<file path="src/rtl/pulse_sched.sv">
// Round-robin scheduler granting one shared fixed-width pulse to NUM_REQ latched requesters.
// Optional statistics counters are compiled in when PULSE_SCHED_STATS_EN is defined.
module pulse_sched #(
    parameter int NUM_REQ      = 4,
    parameter int PULSE_CYCLES = 1,
    parameter int GAP_CYCLES   = 0
) (
    input  logic                       clk,
    input  logic                       reset,
    input  logic                       enable,
    input  logic [NUM_REQ-1:0]         sig_in,
    output logic [NUM_REQ-1:0]         pending,
    output logic                       pulse_out,
    output logic [$clog2(NUM_REQ)-1:0] pulse_owner,
    output logic                       pulse_done
`ifdef PULSE_SCHED_STATS_EN
    ,
    output logic [31:0]                stat_pulses,
    output logic [31:0]                stat_coalesced
`endif
);

    localparam int OWN_W   = $clog2(NUM_REQ);
    localparam int MAX_CYC = (PULSE_CYCLES > GAP_CYCLES) ? PULSE_CYCLES : GAP_CYCLES;
    localparam int CNT_W   = $clog2(MAX_CYC + 1);

    localparam logic [CNT_W-1:0] PULSE_LAST = CNT_W'(PULSE_CYCLES - 1);
    localparam logic [CNT_W-1:0] GAP_LAST   = CNT_W'((GAP_CYCLES > 0) ? GAP_CYCLES - 1 : 0);

    localparam logic [1:0] IDLE  = 2'd0;
    localparam logic [1:0] PULSE = 2'd1;
    localparam logic [1:0] GAP   = 2'd2;

    logic [1:0]         state;
    logic [CNT_W-1:0]   cnt;
    logic [OWN_W-1:0]   rr_ptr;
    logic               grant;
    logic [OWN_W-1:0]   winner;
    logic [NUM_REQ-1:0] grant_mask;
    logic [NUM_REQ-1:0] pending_next;

    // Scanning from the farthest candidate down lets the nearest set bit after ptr win.
    function automatic logic [OWN_W-1:0] rr_pick(input logic [NUM_REQ-1:0] req,
                                                 input logic [OWN_W-1:0]   ptr);
        logic [OWN_W-1:0] pick;
        pick = ptr;
        for (int k = NUM_REQ; k >= 1; k--) begin
            int idx;
            idx = (int'(ptr) + k) % NUM_REQ;
            if (req[idx]) pick = OWN_W'(idx);
        end
        return pick;
    endfunction

    always_comb begin
        grant        = (state == IDLE) && enable && (|pending);
        winner       = rr_pick(pending, rr_ptr);
        grant_mask   = grant ? ({{(NUM_REQ-1){1'b0}}, 1'b1} << winner) : '0;
        // A request arriving on its own grant edge survives the clear.
        pending_next = (pending & ~grant_mask) | sig_in;
    end

    always_ff @(posedge clk) begin
        if (reset) begin
            state       <= IDLE;
            cnt         <= '0;
            pending     <= '0;
            pulse_out   <= 1'b0;
            pulse_done  <= 1'b0;
            pulse_owner <= '0;
            rr_ptr      <= OWN_W'(NUM_REQ - 1);
        end else begin
            pending    <= pending_next;
            pulse_done <= 1'b0;
            case (state)
                IDLE: begin
                    if (grant) begin
                        pulse_owner <= winner;
                        rr_ptr      <= winner;
                        pulse_out   <= 1'b1;
                        cnt         <= '0;
                        state       <= PULSE;
                    end
                end
                PULSE: begin
                    if (cnt == PULSE_LAST) begin
                        pulse_out  <= 1'b0;
                        pulse_done <= 1'b1;
                        cnt        <= '0;
                        state      <= (GAP_CYCLES > 0) ? GAP : IDLE;
                    end else begin
                        cnt <= cnt + 1'b1;
                    end
                end
                GAP: begin
                    if (cnt == GAP_LAST) begin
                        cnt   <= '0;
                        state <= IDLE;
                    end else begin
                        cnt <= cnt + 1'b1;
                    end
                end
                default: begin
                    state <= IDLE;
                    cnt   <= '0;
                end
            endcase
        end
    end

`ifdef PULSE_SCHED_STATS_EN
    logic [NUM_REQ-1:0] coalesced_bits;

    function automatic logic [31:0] sat_add(input logic [31:0] a, input logic [31:0] b);
        logic [32:0] sum;
        sum = {1'b0, a} + {1'b0, b};
        return sum[32] ? 32'hFFFF_FFFF : sum[31:0];
    endfunction

    function automatic logic [31:0] popcount(input logic [NUM_REQ-1:0] v);
        logic [31:0] n;
        n = '0;
        for (int i = 0; i < NUM_REQ; i++) n = n + {31'd0, v[i]};
        return n;
    endfunction

    assign coalesced_bits = sig_in & pending & ~grant_mask;

    always_ff @(posedge clk) begin
        if (reset) begin
            stat_pulses    <= '0;
            stat_coalesced <= '0;
        end else begin
            stat_pulses    <= sat_add(stat_pulses, {31'd0, grant});
            stat_coalesced <= sat_add(stat_coalesced, popcount(coalesced_bits));
        end
    end
`endif

endmodule

</file>
<file path="config.mk">
export PLATFORM = sky130hd
export DESIGN_NAME = pulse_sched
export DESIGN_NICKNAME = d
export VERILOG_FILES = /design/src/rtl/pulse_sched.sv
export SDC_FILE = /design/constraint.sdc
export NUM_CORES = 1
export LEC_CHECK = 0
export CAP_MARGIN = 20
export CORE_AREA = 2 2 39 41
export CTS_CLUSTER_DIAMETER = 150
export DETAILED_ROUTE_END_ITERATION = 8
export DIE_AREA = 0 0 41 43
export HOLD_SLACK_MARGIN = 0.03
export PLACE_DENSITY = 0.7
export RECOVER_POWER = 100
export SLEW_MARGIN = 25
export SYNTH_ARGS = -nofsm -noshare
export SYNTH_HDL_FRONTEND = slang
export SYNTH_SLANG_ARGS = --single-unit
</file>
<file path="constraint.sdc">
create_clock -name clk -period 1.6 [get_ports clk]
set_input_delay 0.16 -clock clk [delete_from_list [all_inputs] [get_ports clk]]
set_output_delay 0.16 -clock clk [all_outputs]
set_load 0.01 [all_outputs]
</file>
**Word-level counts from Yosys, hierarchy flattened**

Index checks and enable logic that the tools add are counted.

- Order comparisons: 4
- Bitwise logic cells: 8
- Shifts and indexed selects: 1
- Add/subtract/negate cells: 5
- Equal/unequal tests: 5
- Multiplexer cells: 27
- Reduce and logical (&&, ||, !) cells: 14

Operator list:

| kind | number |
|---|---|
| $lt A3 B4 Y1 const B | 4 |
| $mux W1 | 13 |
| $mux W2 | 6 |
| $reduce_or A2 Y1 | 6 |
| $bmux W1 S2 | 4 |
| $ne A2 B2 Y1 const B | 3 |
| $add A2 B1 Y2 const B | 2 |
| $add A2 B2 Y2 const B | 2 |
| $and A1 B1 Y1 const A | 4 |
| $and A4 B4 Y4 | 1 |
| $mux W4 | 1 |
| $not A4 Y4 | 1 |
| $or A4 B4 Y4 | 1 |
| $pmux W1 S2 | 2 |
| $pmux W2 S2 | 1 |
| $reduce_and A2 Y1 | 2 |
| $reduce_or A4 Y1 | 1 |
| $shl A1 B2 Y4 const A | 1 |
| $reduce_and A3 Y1 | 1 |
| $eq A2 B1 Y1 const B | 1 |
| $eq A2 B2 Y1 const B | 1 |
| $logic_and A1 B1 Y1 | 2 |
| $logic_not A2 Y1 | 1 |
| $reduce_bool A2 Y1 | 1 |
| other kinds (2) | 2 |

- Register bits: 13
- Input port bits: 7
- Output and inout bits: 8
- Logic and storage cells: 71

**Longest topological paths before layout**

Gate-level depths: netlist (run 1).

- Depth in word-level cells: 15
- Mapped depth: 5
- Gate-level depth less buffers: 4

**Least setup slack after synthesis (run 1)**

OpenSTA, ideal clock, no wires.

- Path kind: register to register
- From: reg pending[1]
- To: reg rr_ptr[0]
- Arrival: 1,390 ps
- Data required time: 1,478 ps
- Buffers on the path: 1
- Setup slack: 88 ps
- Stages on the path, launching flop included: 6
- Setup time: 122 ps
- Path through: dfxtp_1 or4_4 and3b_1 buf_6 o32ai_1 nand2b_1

- Cells in the longest elaborated chain, start to end: 7
- Elaborated cells on any way between the ends: 19
- Those cells by class: 16 x mux; 3 x reduce/logical

Ends and longest elaborated chain:

| what | RTL line | source |
|---|---|---|
| start, declared | 12 | `output logic [NUM_REQ-1:0] pending,` |
| start signal, assigned | 73 | `pending <= pending_next;` |
| $bmux W1 S2 | 50 | `if (req[idx]) pick = OWN_W'(idx);` |
| $mux W1 (not written as such) (2 in series) | 50 |  |
| $mux W2 (4 in series) | 50 |  |
| end signal, assigned | 71 | `rr_ptr <= OWN_W'(NUM_REQ - 1);` |
| end signal, assigned | 79 | `rr_ptr <= winner;` |
| end, declared | 36 | `logic [OWN_W-1:0] rr_ptr;` |

Several ways; a longest one is shown, not always the timed one. The select of a mux whose other input is x is not followed.
A chain may end at the register's enable or synchronous reset.

**Final worst setup path (run 1)**

Ends and elaborated chain as after synthesis.

==> results.tsv, run 1 <==
metric	value	unit
dr.pass1.iters	4	
critical_path_class	flip-flop to flip-flop	
cts_root_buf	clkbuf_4	
num_vias	450	
syn_area_per_cell	8.947	µm²
clock-sinks	10	
syn_area	474.2	µm²
period_share	0.9331	
drt_wl_total	1027	µm
io_buffers	14	
via_per_inst	5.294	
die_area	0.001763	mm²
skew	0.0006539	ns
grt_pass1_vias	388	
dp_hpwl	763.2	µm
slew-limit-headroom	0.6645	
ys.warnings.count	0	
die_h	43	µm
syn2layout_area_growth	38.52	%
ys_ff_latch	10	
crit_chain	or4_4, and3b_2, o32ai_1, nand2b_1	
clkTransAtPathRegs	0.07	ns
cap_violations	0	
gp_congestion	0.7317	
slew_violations	0	
antenna_found_initial	0	
clock_latency	0.27	ns
grt_max_degree	11	
initial_core_util	0.3427	
core_area	0.001384	mm²
worstPathRequired	1.76	ns
hold_viol_final	0	
overflow	0	
min_period	1.493	ns
wl_per_cell	12.08	µm
setup_violations	0	
std_cell_rows	14	
fmax	0.6698	GHz
synthCells	53	
drt_iter0_markers	10	
fillers	142	
final_layout_size_suffix_gt1_frac	0.1304	
multi_input_area	251.5	µm²
crit_slowest_cell	or4_4	
crit_path_max_incr_delay	0.55	ns
cts_made_buffers	3	
fin_setup_tns	0	ns
synth_nets	60	
arrival	1.66	ns
drtAntennaViolNets	0	
seqCellArea	200.2	µm²
rsz0062_at_grt	no	
die_w	41	µm
antenna_cells	0	
status	complete, no violations	
synth_seq_area_share	0.4222	
io_pins	15	
p_per_area	1045	mW/mm²
fin_util	0.4747	
startpoint_type	flip-flop	
p_leak	0.2662	nW
path_max_fanout	6	
cts_hold_buf	0	
drc	0	
h-tree-depth	1	
cts_tree	done	
cp-end-kind	flip-flop	
grt_pass1_wl	1642	µm
nets	77	
min_path_type	flip-flop to flip-flop	
grt_use_total	0.1411	
worst_slew_pin_slew	0.5008	ns
peakVddDrop	0.5035	mV
ys_types	26	
cts_buffer_depth	2	
==> through the flow <==
| stage | hold WS, ns | instance area [µm²] | total power, mW | instances | setup WS, ns |
|---|---|---|---|---|---|
| 6_report | 0.4538 | 656.9 | 0.6865 | 85 | 0.1070 |
| 5_1_grt | 0.4984 | 656.9 | 0.7243 | 85 | 0.008678 |
| 2_1_floorplan | 0.3065 | 474.2 | 0.3984 | 53 | 0.08806 |
| 3_3_place_gp | 0.4488 | 621.8 | 0.4669 | 81 | 0.1352 |
| 3_5_place_dp | 0.4522 | 621.8 | 0.4691 | 81 | 0.1066 |
| 4_1_cts | 0.4614 | 658.1 | 0.7052 | 85 | 0.09340 |
==> worst paths after layout <==
check,startpoint,to,slack (ns),cells after the start
setup / recovery,pending[1],rr_ptr[0],0.11,4
setup reg to reg,pending[1],rr_ptr[0],0.11,4
hold reg to reg,pulse_owner[1],pulse_owner[1],0.45,2
hold / removal,pulse_owner[1],pulse_owner[1],0.45,2
==> worst max-delay path: cells and delay by family, from the launching register on <==
kind | cells | cell delay, ns
and+or+nand+nor | 3 | 0.90
DFF | 1 | 0.35
AOI/OAI and AO/OA | 1 | 0.13
==> placed cells by master (no fill, tap or decap), drive strengths merged, types with 2 or more instances in the layout <==
cell type       n
clkdlybuf4s50   6
a211oi          2
nor2            8
nand3b          3
dlygate4sd3     8
nor3            3
dfxtp          10
clkbuf          5
nand2           4
a21oi           3
nand2b          3
==> synthesized netlist by cell type <==
cell type	number	area, µm²
a211oi_1	1	7.510
a211oi_2	1	12.51
a21o_2	1	8.760
a21oi_1	3	15.01
a31oi_1	1	6.260
a41oi_1	1	8.760
and3b_1	1	8.760
buf_2	1	5.000
buf_6	1	11.26
clkbuf_1	1	3.750
dfxtp_1	10	200.2
inv_1	1	3.750
mux2i_1	1	10.01
nand2_1	4	15.01
nand2b_1	3	18.77
nand3b_1	3	22.52
nand4bb_1	1	11.26
nor2_1	8	30.03
nor2b_1	1	6.260
nor3_1	3	15.01
nor3b_1	1	7.510
o21a_1	1	7.510
o21bai_1	1	7.510
o32ai_1	1	8.760
o41a_1	1	11.26
or4_4	1	11.26
==> state kept, by name, indices dropped and copies added (netlist names) <==
name and count:
pulse_done 1, pulse_out 1, pulse_owner 2, rr_ptr 2
pending 4
==> kinds of logic (layout without fill, tap and decap cells) <==
group	after synthesis	count (layout)	synth area share
AO/OA/AOI/OAI	12	12	0.1979
buffers and inverters	4	20	0.05010
flip-flops	10	10	0.4222
multiplexers	1	1	0.02111
AND/OR/NAND/NOR	26	26	0.3087
==> final cells by class <==
cell class	instances	area share
Clock buffer	4	0.05524
Inverter	1	0.005714
Multi-Input combinational cell	39	0.3829
Sequential cell	10	0.3048
Tap cell	16	0.03048
Timing Repair Buffer	15	0.2210
==> what timing repair did <==
| action | CTS | global route |
|---|---|---|
| resized for setup | 0 | 1 |
| endpoints found under the setup margin | 0 | 1 |
| setup buffers | 0 | 0 |
==> report_power, final <==
group / internal, mW / switching [mW] / total [mW] / leakage (nW)
registers: 0.272 / 0.0273 / 0.300 / 0.0830
clock network: 0.138 / 0.0949 / 0.233 / 0.0210
logic: 0.0819 / 0.0716 / 0.154 / 0.162
==> metal layers <==
metal	track usage	wire (µm)	vias up
li1	-	-	223
met1	0.1824	465	202
met2	0.1875	449	20
met3	0.06283	85	5
met4	0.08000	27	0
met5	0	0	-
Note: power is estimated with default switching activity, not from simulation.
==> inputs of run 2 (changes only) <==
- ABC_AREA: unset -> 1
- CORE_AREA: 2 2 39 41 -> unset
- CORE_UTILIZATION: unset -> 40
- DIE_AREA: 0 0 41 43 -> unset
- PLACE_DENSITY: 0.7 -> 0.67
- SETUP_SLACK_MARGIN: unset -> 0.5
==> run 2 against run 1 <==
Against the previous run:
- clock-buffer cell count is the same
- maximum frequency grew 5.8%
- flip-flop and latch count is the same
- global-route usage grew 5.4 points
- critical path type unchanged
- largest cell class unchanged
- largest power group is now combinational logic
- highest routed layer unchanged
==> results.tsv, run 2 <==
metric	value	unit
startpoint_type	flip-flop	
cts_tree	done	
period_share	0.8821	
synth-edff-count	0	
synth_nets	95	
ys.warnings.count	0	
initial_core_util	0.4418	
h-tree-depth	1	
synth_compound_area_frac	0.1210	
antenna_found_initial	0	
grt_pass1_vias	498	
p_seq_frac	0.329	
synth_top_area_frac	0.3397	
r2r-end	pending[0]	
netSwitchingFraction	0.3799	
p_leak	0.4373	nW
largest_reg_flops	4	
yosys-top-cells-count	24 x nand2_1, 13 x inv_1, 10 x dfxtp_1	
dp_slack	0.1336	ns
fmax	0.7085	GHz
synth-simple-area-share	0.4034	
min_path_type	input pin to flip-flop	
ys_types	19	
crit_path_max_incr_delay	0.38	ns
cts_root_buf	clkbuf_4	
drt_wl_total	1431	µm
cts_made_buffers	3	
ys_async_sr_fraction	0	
final_common_cell	nand2_2	
dr.pass1.iters	4	
ys_ff_latch	10	
crit_chain	buf_8, o21ai_4, nand2_2, nand2_1, inv_2, nand2_2, nand2_4, nand2_1, nand3_1, nand2_1, a21oi_2	
cts_buffer_depth	2	
dpl.cell_count	115	
drc	0	
die_h	40.39	µm
grt_max_degree	10	
seqCellArea	207.7	µm²
overflow	0	
synth_seq_area_share	0.3397	
slew_violations	0	
yosys-top-cells-area	dfxtp_1 34%, nand2_1 15%, nand2_2 9.6%, inv_1 8.3%, nand3_1 5.1%	
antenna_cells	0	
synth_xor_area_frac	0	
min_from	sig_in[1]	
clock_power_share	0.260	
skew	0.0005596	ns
cts_hold_buf	0	
io_buffers	14	
dp_hpwl	953.9	µm
layout_common_cells	18 x nand2_2, 14 x nand2_1, 11 x inv_1	
fin_cells	124	
nets	117	
arrival	1.57	ns
wl_per_cell	11.54	µm
synth_top_family_by_area	simple AND/OR/NAND/NOR gates	
drt_iter0_markers	5	
crit_top_cell	nand2_1	
peakVddDrop	0.5857	mV
path_max_fanout	5	
p_total	0.9179	mW
clock_latency	0.27	ns
largest_register	pending	
via_per_inst	4.911	
setup_violations	0	
min_period	1.411	ns
gp_congestion	0.8095	
syn_area	589.3	µm²
worstReg2RegStart	rr_ptr[0]	
worst-r2r-setup-slack	0.19	ns
multi_input_area	370.4	µm²
cap_violations	0	
ys.flop_type	dfxtp_1	
num_vias	609	
core_area	0.001334	mm²
status	complete, no violations	
synthAdderAreaFrac	0	
cp-end-kind	flip-flop	
critPathTopFamily	simple AND/OR/NAND/NOR gates	
syn2layout_area_growth	49.04	%
p_per_area	1045	mW/mm²
syn_area_per_cell	6.697	µm²
die_area	0.001631	mm²
synth_top_area_cell	dfxtp_1	
holdPathStages	3	
worstPathRequired	1.75	ns
worst_slew_pin_slew	0.3857	ns
io_pins	15	
largestRegisters	pending (4), pulse_owner (2), rr_ptr (2)	
rsz0062_at_grt	yes	
crit_slowest_cell	dfxtp_4	
internal_power	0.5691	mW
hold_viol_final	0	
yosysMostFrequentCell	nand2_1	
clkTransAtPathRegs	0.07	ns
fillers	129	
std_cell_rows	13	
critical_path_class	flip-flop to flip-flop	
ff2ff_path_depth	11	
synth.area.mux_share	0	
min_to	pending[1]	
final_layout_size_suffix_gt1_frac	0.4220	
p_switching	0.3487	mW
pwr-share-comb	0.411	
fin_setup_tns	0	ns
cp_num_buf_inv	2	
drtAntennaViolNets	0	
layout_setup_ws	0.1886	ns
grt_pass1_wl	2049	µm
grt_use_total	0.1955	
die_w	40.39	µm
synthCells	88	
slew-limit-headroom	0.7420	
clock-sinks	10	
==> run 2: metrics by stage <==
| step | utilization | area [µm²] | hold WS, ns |
|---|---|---|---|
| after global routing | 0.6585 | 878.3 | 0.4502 |
| after detailed placement | 0.5553 | 740.7 | 0.4371 |
| after global placement | 0.5553 | 740.7 | 0.4387 |
| after CTS | 0.6041 | 805.8 | 0.4255 |
| final | 0.6585 | 878.3 | 0.4268 |
| after floorplan | - | 596.8 | 0.2865 |
==> run 2: metal layers <==
| layer | vias to the layer above | wire (µm) | track usage |
|---|---|---|---|
| met4 | 0 | 27 | 0.1000 |
| li1 | 317 | - | - |
| met2 | 11 | 644 | 0.2857 |
| met1 | 276 | 717 | 0.2599 |
| met3 | 5 | 41 | 0.05000 |
| met5 | - | 0 | 0 |
==> run 2: worst min-delay path: stages <==
cell and delay, ns:
clkdlybuf4s50_1 0.39, inv_1 0.05, a21oi_1 0.05
==> run 2: layout make-up <==
class	instances	area share
inverter	16	0.07407
clock buffer	4	0.04131
tap	15	0.02137
multi-input combinational	60	0.4217
sequential	10	0.2365
timing repair buffer	19	0.2051
==> run 2: cell families (layout without fill, tap and decap cells) <==
group,count (synthesis),count (layout)
simple gates,49,49
buf+inv,18,39
compound gates,11,11
flops,10,10
==> run 2: repair_timing <==
action / in CTS / in global routing
pin swaps: 1 / 11
gates cloned: 0 / 0
setup buffers: 2 / 3
endpoints found under the setup margin: 16 / 11
gates resized for setup: 18 / 23
==> run 2: how the worst max path moves through the flow <==
stage / from / end / slack (ns) / cells past startpoint
floorplan: rr_ptr[0] / pending[2] / 0.33 / 12
finish: rr_ptr[0] / pending[0] / 0.19 / 11
global placement: rr_ptr[0] / pending[3] / 0.14 / 11
global route: pending[1] / pending[0] / 0.09 / 11
CTS: rr_ptr[0] / pending[3] / 0.19 / 10
detailed placement: rr_ptr[0] / pending[3] / 0.13 / 11
==> run 2: power groups by stage <==
stage	logic (mW)	registers, mW	clock network, mW
2_1_floorplan	0.219	0.307	0
3_3_place_gp	0.297	0.312	0
3_5_place_dp	0.298	0.311	0
4_1_cts	0.315	0.303	0.240
5_1_grt	0.411	0.306	0.251
6_report	0.377	0.302	0.239
